--- src/rtl/hazard_pkg.sv ---
// Shared definitions for hazard_ctrl: FSM state encoding and operand-forward select codes.
package hazard_pkg;

   typedef enum logic [1:0] {
      RUN      = 2'd0,
      MEM_WAIT = 2'd1,
      ERR      = 2'd2
   } hazard_state_e;

   localparam logic [1:0] FWD_RF  = 2'b00;
   localparam logic [1:0] FWD_WB  = 2'b01;
   localparam logic [1:0] FWD_MEM = 2'b10;

endpackage

--- src/rtl/hazard_fwd_sel.sv ---
// One operand's forward select. Memory has priority over Writeback; x0 is never forwarded.
module hazard_fwd_sel
   import hazard_pkg::*;
#(
   parameter int REG_AW = 5
) (
   input  logic              i_regwrite_m,
   input  logic [REG_AW-1:0] i_rd_m,
   input  logic              i_regwrite_w,
   input  logic [REG_AW-1:0] i_rd_w,
   input  logic [REG_AW-1:0] i_rs,
   output logic [1:0]        o_fwd
);

   logic w_hit_m;
   logic w_hit_w;

   assign w_hit_m = i_regwrite_m && (i_rd_m != '0) && (i_rd_m == i_rs);
   assign w_hit_w = i_regwrite_w && (i_rd_w != '0) && (i_rd_w == i_rs);
   assign o_fwd   = w_hit_m ? FWD_MEM : (w_hit_w ? FWD_WB : FWD_RF);

endmodule

--- src/rtl/hazard_ctrl.sv ---
// Pipeline hazard controller: forwarding, load-use/branch handling, data-memory wait FSM.
// Performance counters are built only when HAZARD_PERF_EN is defined; otherwise tied to 0.
module hazard_ctrl
   import hazard_pkg::*;
#(
   parameter int REG_AW      = 5,
   parameter int MEM_TIMEOUT = 255
) (
   input  logic              clk,
   input  logic              reset,
   input  logic [REG_AW-1:0] rs1D,
   input  logic [REG_AW-1:0] rs2D,
   input  logic [REG_AW-1:0] rs1E,
   input  logic [REG_AW-1:0] rs2E,
   input  logic [REG_AW-1:0] rdE,
   input  logic [REG_AW-1:0] rdM,
   input  logic [REG_AW-1:0] rdW,
   input  logic              regwriteM,
   input  logic              regwriteW,
   input  logic              loadE,
   input  logic              pcsrcE,
   input  logic              memreqM,
   input  logic              memreadyM,
   output logic              stallF,
   output logic              stallD,
   output logic              stallE,
   output logic              stallM,
   output logic              flushD,
   output logic              flushE,
   output logic              flushW,
   output logic [1:0]        forwardAE,
   output logic [1:0]        forwardBE,
   output logic              mem_err,
   output logic [31:0]       stall_cnt,
   output logic [31:0]       flush_cnt
);

   localparam logic [1:0] S_RUN      = RUN;
   localparam logic [1:0] S_MEM_WAIT = MEM_WAIT;
   localparam logic [1:0] S_ERR      = ERR;
   localparam logic [7:0] TIMEOUT_CNT = 8'(MEM_TIMEOUT);

   logic [1:0] r_state;
   logic [1:0] w_next_state;
   logic [7:0] r_wait_cnt;
   logic       w_load_use;
   logic       w_mem_hold;

   hazard_fwd_sel #(.REG_AW(REG_AW)) u_fwd_a (
      .i_regwrite_m (regwriteM),
      .i_rd_m       (rdM),
      .i_regwrite_w (regwriteW),
      .i_rd_w       (rdW),
      .i_rs         (rs1E),
      .o_fwd        (forwardAE)
   );

   hazard_fwd_sel #(.REG_AW(REG_AW)) u_fwd_b (
      .i_regwrite_m (regwriteM),
      .i_rd_m       (rdM),
      .i_regwrite_w (regwriteW),
      .i_rd_w       (rdW),
      .i_rs         (rs2E),
      .o_fwd        (forwardBE)
   );

   assign w_load_use = loadE && (rdE != '0) && ((rdE == rs1D) || (rdE == rs2D));

   // A miss seen in RUN holds the pipe in the same cycle, before MEM_WAIT is entered.
   assign w_mem_hold = !memreadyM &&
                       ((r_state == S_MEM_WAIT) || ((r_state == S_RUN) && memreqM));

   assign mem_err = (r_state == S_ERR);

   always_comb begin
      // NOTE: every output gets a default first so no path through the block infers a latch.
      w_next_state = r_state;
      stallF       = 1'b0;
      stallD       = 1'b0;
      stallE       = 1'b0;
      stallM       = 1'b0;
      flushD       = 1'b0;
      flushE       = 1'b0;
      flushW       = 1'b0;

      case (r_state)
         S_RUN:      if (memreqM && !memreadyM) w_next_state = S_MEM_WAIT;
         S_MEM_WAIT: begin
            if (memreadyM)                       w_next_state = S_RUN;
            else if (r_wait_cnt == TIMEOUT_CNT)  w_next_state = S_ERR;
         end
         S_ERR:      w_next_state = S_ERR;
         default:    w_next_state = S_RUN;
      endcase

      if (r_state == S_ERR) begin
         {stallF, stallD, stallE, stallM} = 4'b1111;
      end else if (w_mem_hold) begin
         {stallF, stallD, stallE, stallM} = 4'b1111;
         flushW = 1'b1;
      end else if (pcsrcE) begin
         flushD = 1'b1;
         flushE = 1'b1;
      end else if (w_load_use) begin
         stallF = 1'b1;
         stallD = 1'b1;
         flushE = 1'b1;
      end
   end

   // NOTE: state flops use non-blocking assignments so every flop samples pre-edge values.
   always_ff @(posedge clk or negedge reset) begin
      if (!reset) begin
         r_state    <= S_RUN;
         r_wait_cnt <= '0;
      end else begin
         r_state <= w_next_state;
         if (r_state == S_MEM_WAIT) r_wait_cnt <= r_wait_cnt + 8'd1;
         else                       r_wait_cnt <= '0;
      end
   end

`ifdef HAZARD_PERF_EN
   logic [31:0] r_stall_cnt;
   logic [31:0] r_flush_cnt;

   always_ff @(posedge clk or negedge reset) begin
      if (!reset) begin
         r_stall_cnt <= '0;
         r_flush_cnt <= '0;
      end else begin
         if (stallF) r_stall_cnt <= r_stall_cnt + 32'd1;
         if (flushE) r_flush_cnt <= r_flush_cnt + 32'd1;
      end
   end

   assign stall_cnt = r_stall_cnt;
   assign flush_cnt = r_flush_cnt;
`else
   assign stall_cnt = '0;
   assign flush_cnt = '0;
`endif

endmodule

--- config.mk ---
export PLATFORM = sky130hd
export DESIGN_NAME = hazard_ctrl
export DESIGN_NICKNAME = d
export VERILOG_FILES = /design/src/rtl/hazard_pkg.sv /design/src/rtl/hazard_fwd_sel.sv /design/src/rtl/hazard_ctrl.sv
export SDC_FILE = /design/constraint.sdc
export NUM_CORES = 1
export LEC_CHECK = 0
export BUFFER_PORTS_ARGS = -buffer_cell sky130_fd_sc_hd__buf_2
export CORE_UTILIZATION = 39
export CTS_CLUSTER_DIAMETER = 60
export CTS_CLUSTER_SIZE = 30
export DETAILED_ROUTE_END_ITERATION = 12
export GPL_ROUTABILITY_DRIVEN = 0
export PLACE_DENSITY = 0.82
export SLEW_MARGIN = 20
export SYNTH_ARGS = -nofsm -noshare
export SYNTH_HDL_FRONTEND = slang
export SYNTH_SLANG_ARGS = --single-unit
--- constraint.sdc ---
create_clock -name clk -period 2.5 [get_ports clk]
set_clock_uncertainty 0.15 [all_clocks]
set_input_delay 0.625 -clock clk [delete_from_list [all_inputs] [get_ports clk]]
set_output_delay 0.625 -clock clk [all_outputs]
set_load 0.05 [all_outputs]
Word level (Yosys, flattened, before mapping)
Index checks and enable logic that the tools add are counted.

Logic and storage cells: 55. Register bits: 10.

Reductions and logical operators: 19. Equal/unequal tests: 11. Multiplexer cells: 22. Add/subtract/negate cells: 1.

Operators with widths (number): $eq A5 B5 Y1 (6); $mux W1 (15); $reduce_bool A5 Y1 (3); $logic_and A1 B1 Y1 (11); $mux W2 (5); $add A8 B1 Y8 const B (1); $eq A8 B8 Y1 const B (1); $mux W8 (1); $pmux W2 S3 (1); $ne A3 B3 Y1 const B (1); $eq A2 B1 Y1 const B (1); $eq A2 B2 Y1 const B (1); $logic_not A2 Y1 (1); $logic_or A1 B1 Y1 (2); $ne A2 B1 Y1 const B (1); $reduce_and A2 Y1 (1); $logic_not A1 Y1 (1).

Depth between registers and ports, before layout
Word-level depth: 7. Mapped depth: 5. Depth with buffers taken out: 5.

Modules after synthesis
From an unflattened synthesis, not the netlist that was laid out.

Cells, all modules: 176. Area, all modules: 1433.9 µm².

Modules (own cells, without submodules): hazard_ctrl (cells each 134, instances 1, area an instance 1116.1 µm², seq. area each 250.2 µm²); hazard_fwd_sel (cells each 21, instances 2, area an instance 158.9 µm², seq. area each 0.0 µm²).

Worst setup path before layout
Ideal clock, no wire load.

Path kind: input to output. From: input rdE[3]. To: output stallF. Arrival: 2.710 ns. Stages: 5. Setup slack: -0.985 ns. Cell sequence: xor2_1 -> nor3_1 -> a22oi_1 -> o31ai_1 -> buf_4.

Word-level cells in the longest chain between the ends: 7. Elaborated cells between the ends (all ways): 10. Those cells by class: eq/ne (2); mux (4); reduce/logical (4).

RTL lines: start: declaration (line hazard_ctrl.sv:15) `input logic [REG_AW-1:0] rdE,`; $eq A5 B5 Y1 or $reduce_bool A5 Y1 (tied branches) (line hazard_ctrl.sv:67) `assign w_load_use = loadE && (rdE != '0) && ((rdE == rs1D) || (rdE == rs2D));`; $logic_or A1 B1 Y1 or $logic_and A1 B1 Y1 (tied branches) (line hazard_ctrl.sv:67); $logic_and A1 B1 Y1 (*) (line hazard_ctrl.sv:67); $mux W1 (*) (4 in a row); end: declaration (line hazard_ctrl.sv:24) `output logic stallF,`.

Mark *: on every way between the ends. The rest lies on a longest branch, timed or not.

Worst setup path after layout
From: input rs1E[4]. To: output forwardAE[0].

Word-level cells in the longest chain between the ends: 4. Elaborated cells between the ends (all ways): 6. Those cells by class: eq/ne (2); mux (2); reduce/logical (2).

RTL lines: start: declaration (line hazard_ctrl.sv:13) `input logic [REG_AW-1:0] rs1E,`; $eq A5 B5 Y1 (line hazard_fwd_sel.sv:19) `assign w_hit_w = i_regwrite_w && (i_rd_w != '0) && (i_rd_w == i_rs);`; $logic_and A1 B1 Y1 (line hazard_fwd_sel.sv:19); $mux W1 (line hazard_fwd_sel.sv:20) `assign o_fwd = w_hit_m ? FWD_MEM : (w_hit_w ? FWD_WB : FWD_RF);`; $mux W2 (*) (line hazard_fwd_sel.sv:20); end: declaration (line hazard_ctrl.sv:31) `output logic [1:0] forwardAE,`.

Marked as above.

==> metrics.txt <==
# TYPE chip_impl_metric gauge
chip_impl_info{name="status",value="finished, violations left"} 1
chip_impl_info{name="failed_checks",value="setup timing"} 1
chip_impl_metric{name="detail_route.wirelength",unit="mm"} 2.87
chip_impl_metric{name="setup_total_negative_slack",unit="ps"} -625
chip_impl_metric{name="cts_hold_repair.buffers",unit=""} 0
chip_impl_metric{name="clock_path_buffers",unit=""} 2
chip_impl_metric{name="post_synth_and_or_nand_nor_area_fraction",unit="%"} 14.9
chip_impl_metric{name="chipWidth",unit="µm"} 61.6
chip_impl_metric{name="clock_insertion_delay_worst_skew",unit="ps"} 270
chip_impl_metric{name="io_pins",unit=""} 119
chip_impl_info{name="clock_tree.root_cell",value="sky130_fd_sc_hd__clkbuf_4"} 1
chip_impl_metric{name="worst_setup_hold_path_clk_slew",unit="ps"} 70
chip_impl_metric{name="nNetsFinal",unit=""} 279
chip_impl_metric{name="place_hpwl",unit="mm"} 2.16
chip_impl_info{name="grt_setup_unrepaired",value="true"} 1
chip_impl_metric{name="timing.final.setup_violations",unit=""} 6
chip_impl_metric{name="wire_length_of_the_first_global_routing_pass",unit="mm"} 3.91
chip_impl_metric{name="yosysWarningCount",unit=""} 0
chip_impl_metric{name="drc_violations_left",unit=""} 0
chip_impl_metric{name="leakage",unit="µW"} 0.000968
chip_impl_metric{name="post_synth_num_cell_types",unit=""} 26
chip_impl_metric{name="dr.first_iter.drc_count",unit=""} 19
chip_impl_metric{name="wl_per_cell",unit="µm"} 10.2
chip_impl_metric{name="initial_core_util",unit="%"} 41.1
chip_impl_metric{name="place_inst",unit=""} 272
chip_impl_metric{name="synth_area",unit="µm²"} 1380
chip_impl_metric{name="maximum_capacitance_violations",unit=""} 0
chip_impl_metric{name="power_density",unit="nW/µm²"} 414
chip_impl_metric{name="ctsHtreeMaxLevel",unit=""} 1
chip_impl_metric{name="detail_route.vias_per_cell",unit=""} 4.07
chip_impl_metric{name="areaGrowthSynthToFinish",unit="%"} 33.1
chip_impl_metric{name="achievable-frequency",unit="MHz"} 373
chip_impl_info{name="crit_start",value="rs1E[4]"} 1
chip_impl_metric{name="area_fraction_in_compound_gates_after_synthesis",unit="%"} 4.52
chip_impl_metric{name="slew_viol_final",unit=""} 0
chip_impl_metric{name="worst_path_maximum_fanout",unit=""} 2
chip_impl_metric{name="grt_antenna_before_repair",unit=""} 0
chip_impl_metric{name="std_cell_rows",unit=""} 21
chip_impl_info{name="cts_tree",value="built"} 1
chip_impl_metric{name="synthXorXnorAreaFrac",unit="%"} 22.8
chip_impl_metric{name="fin_crit",unit="ps"} 2680
chip_impl_info{name="timing.rr.start",value="r_wait_cnt[0]$_DFF_PN0_"} 1
chip_impl_metric{name="postSynthRegisterBits",unit=""} 10
chip_impl_metric{name="cp_required",unit="ps"} 1730
chip_impl_metric{name="grt_start_max_net_pins",unit=""} 11
chip_impl_metric{name="post_synth_mux_area_share",unit="%"} 0
chip_impl_metric{name="core",unit="µm²"} 3360
chip_impl_metric{name="post-route-worst-setup-slack",unit="ps"} -179
chip_impl_info{name="end_kind",value="output port"} 1
chip_impl_metric{name="synthAdderAreaFrac",unit="%"} 0.904
chip_impl_metric{name="postRouteAntennaNets",unit=""} 0
chip_impl_metric{name="report.final.hold_viol_count",unit=""} 0
chip_impl_metric{name="clock_sink_count",unit=""} 10
chip_impl_metric{name="final_layout_size_suffix_gt1_share",unit="%"} 38.5
chip_impl_metric{name="global_route.overflow_total",unit=""} 0
chip_impl_metric{name="syn-mean-instance-area",unit="µm²"} 8.24
chip_impl_metric{name="vias",unit=""} 1139
chip_impl_info{name="dominant_combinational_cell_family_by_area_after_synthesis",value="buffers and inverters"} 1
chip_impl_metric{name="vdd_ir_drop_max",unit="V"} 0.000202
chip_impl_metric{name="die-height",unit="µm"} 61.6
chip_impl_metric{name="grt.total_usage",unit="%"} 14.0
chip_impl_metric{name="signal_arrival_time_at_the_worst_endpoint",unit="ps"} 1900
chip_impl_metric{name="via_count_of_the_first_global_routing_pass",unit=""} 986
chip_impl_info{name="min-delay-path-class",value="input pin to async pin"} 1
chip_impl_metric{name="design_power_total",unit="µW"} 762
chip_impl_metric{name="drt_pass1_iterations",unit=""} 3
chip_impl_metric{name="final_cells",unit=""} 280
chip_impl_metric{name="min_period_over_period",unit="%"} 107
chip_impl_metric{name="netlist_instances",unit=""} 168
chip_impl_info{name="criticalPathCategory",value="input pin to output port"} 1
chip_impl_metric{name="placement.io_buffers",unit=""} 54
chip_impl_metric{name="num-fill-cells",unit=""} 326
chip_impl_metric{name="postPlaceCellArea",unit="µm²"} 1580
chip_impl_metric{name="yosysSeqAreaShare",unit="%"} 18.1
chip_impl_metric{name="numCtsBuffers",unit=""} 3
chip_impl_info{name="kind_of_start_point_of_the_critical_path",value="input pin"} 1
chip_impl_metric{name="antenna_cells_inserted",unit=""} 0
chip_impl_metric{name="dieArea",unit="µm²"} 3790
chip_impl_metric{name="post-route-cell-area",unit="µm²"} 1840
chip_impl_metric{name="pre_cts_slack",unit="ps"} -292
[cells by family (layout without fill, tap and decap cells)]
kind of cell,after synthesis,count (layout)
buffers and inverters,74,77
and+or+nand+nor,37,37
xor gates and xnor gates,36,36
DFF,10,10
AOI/OAI and AO/OA,9,9
adders and majority gates,1,1
other,1,64
[worst paths after layout]
| check | to | slack (ps) | cells past startpoint |
|---|---|---|---|
| max reg2reg | r_wait_cnt[6]$_DFF_PN0_ | 1030 | 5 |
| min | r_state[0]$_DFFE_PN0P_ | 60 | 1 |
| min in group clk | r_wait_cnt[0]$_DFF_PN0_ | 340 | 1 |
| max | forwardAE[0] | -180 | 5 |
| min reg2reg | r_wait_cnt[0]$_DFF_PN0_ | 340 | 1 |
| max in group asynchronous | r_wait_cnt[4]$_DFF_PN0_ | 1950 | 1 |
[sequential cells by signal, summed over array words and instances, names as in the netlist]
name,count
r_state,2
r_wait_cnt,8
[critical path, stage by stage]
cell and delay, ps:
sky130_fd_sc_hd__buf_6 100, sky130_fd_sc_hd__xor2_1 170, sky130_fd_sc_hd__or4_4 530, sky130_fd_sc_hd__nor4_4 290, sky130_fd_sc_hd__buf_6 190
[power breakdown]
part | internal [µW] | switching, µW | total, µW | leakage [µW]
Clock | 88.5 | 57.7 | 146 | 0.0000210
Combinational | 109 | 338 | 446 | 0.000811
Sequential | 166 | 3.66 | 169 | 0.000137
Total | 363 | 399 | 762 | 0.000968
[area by class of cell]
type / instances / area, µm² / share of cell area, %
clock buffers: 4 / 36.3 / 1.97
inverters: 5 / 21.3 / 1.15
multi-input cells: 147 / 975 / 52.9
flip-flops and latches: 10 / 250 / 13.6
well taps: 46 / 57.6 / 3.12
repair buffers: 68 / 502 / 27.2
[cell usage in the layout (no fill, tap or decap), types with 3 or more instances in the layout]
master / Yosys / layout
sky130_fd_sc_hd__buf_2: 0 / 35
sky130_fd_sc_hd__buf_4: 68 / 15
sky130_fd_sc_hd__buf_6: 0 / 15
sky130_fd_sc_hd__buf_8: 0 / 3
sky130_fd_sc_hd__clkbuf_4: 0 / 3
sky130_fd_sc_hd__conb_1: 1 / 64
sky130_fd_sc_hd__dfrtp_1: 10 / 10
sky130_fd_sc_hd__inv_1: 5 / 4
sky130_fd_sc_hd__nand2_1: 4 / 4
sky130_fd_sc_hd__nand3_1: 5 / 4
sky130_fd_sc_hd__nor2_1: 11 / 11
sky130_fd_sc_hd__nor4_4: 0 / 4
sky130_fd_sc_hd__or4_4: 0 / 3
sky130_fd_sc_hd__xnor2_1: 8 / 6
sky130_fd_sc_hd__xor2_1: 28 / 28
[per-layer routing]
layer  GRT usage [%]  part of all wire [%]  up-vias
li1                -                     -      547
met1            12.2                    34      529
met2            30.3                    58       60
met3            2.31                   7.1        3
met4            5.40                  0.98        0
met5               0                     0        -
[cell usage after synthesis]
cell | count | area, µm²
sky130_fd_sc_hd__a21oi_1 | 1 | 5.00
sky130_fd_sc_hd__a22oi_1 | 1 | 7.51
sky130_fd_sc_hd__a41oi_1 | 1 | 8.76
sky130_fd_sc_hd__and3_1 | 2 | 12.5
sky130_fd_sc_hd__and4_1 | 1 | 8.76
sky130_fd_sc_hd__buf_4 | 68 | 510
sky130_fd_sc_hd__clkbuf_1 | 1 | 3.75
sky130_fd_sc_hd__conb_1 | 1 | 3.75
sky130_fd_sc_hd__dfrtp_1 | 10 | 250
sky130_fd_sc_hd__ha_1 | 1 | 12.5
sky130_fd_sc_hd__inv_1 | 5 | 18.8
sky130_fd_sc_hd__nand2_1 | 4 | 15.0
sky130_fd_sc_hd__nand2b_1 | 2 | 12.5
sky130_fd_sc_hd__nand3_1 | 5 | 25.0
sky130_fd_sc_hd__nor2_1 | 11 | 41.3
sky130_fd_sc_hd__nor3_1 | 2 | 10.0
sky130_fd_sc_hd__nor4_1 | 2 | 12.5
sky130_fd_sc_hd__nor4_2 | 2 | 25.0
sky130_fd_sc_hd__o21ai_0 | 1 | 5.00
sky130_fd_sc_hd__o21ai_1 | 1 | 5.00
sky130_fd_sc_hd__o21ai_2 | 1 | 8.76
sky130_fd_sc_hd__o31ai_1 | 3 | 22.5
sky130_fd_sc_hd__or2_2 | 1 | 6.26
sky130_fd_sc_hd__or4_1 | 5 | 37.5
sky130_fd_sc_hd__xnor2_1 | 8 | 70.1
sky130_fd_sc_hd__xor2_1 | 28 | 245
[repair_timing]
item,4_1_cts,5_1_grt
cloned,0,0
pin swaps,8,5
setup buffers,1,3
setup endpoints to repair,7,7
resized for setup,32,13
[metrics by stage]
step           util, %  hold slack (ps)
2_1_floorplan        -              179
3_3_place_gp      46.9              319
3_5_place_dp      46.9              331
4_1_cts           52.3             55.8
5_1_grt           54.8             65.9
6_report          54.8             56.6
Note: power is estimated with default switching activity, not from simulation.
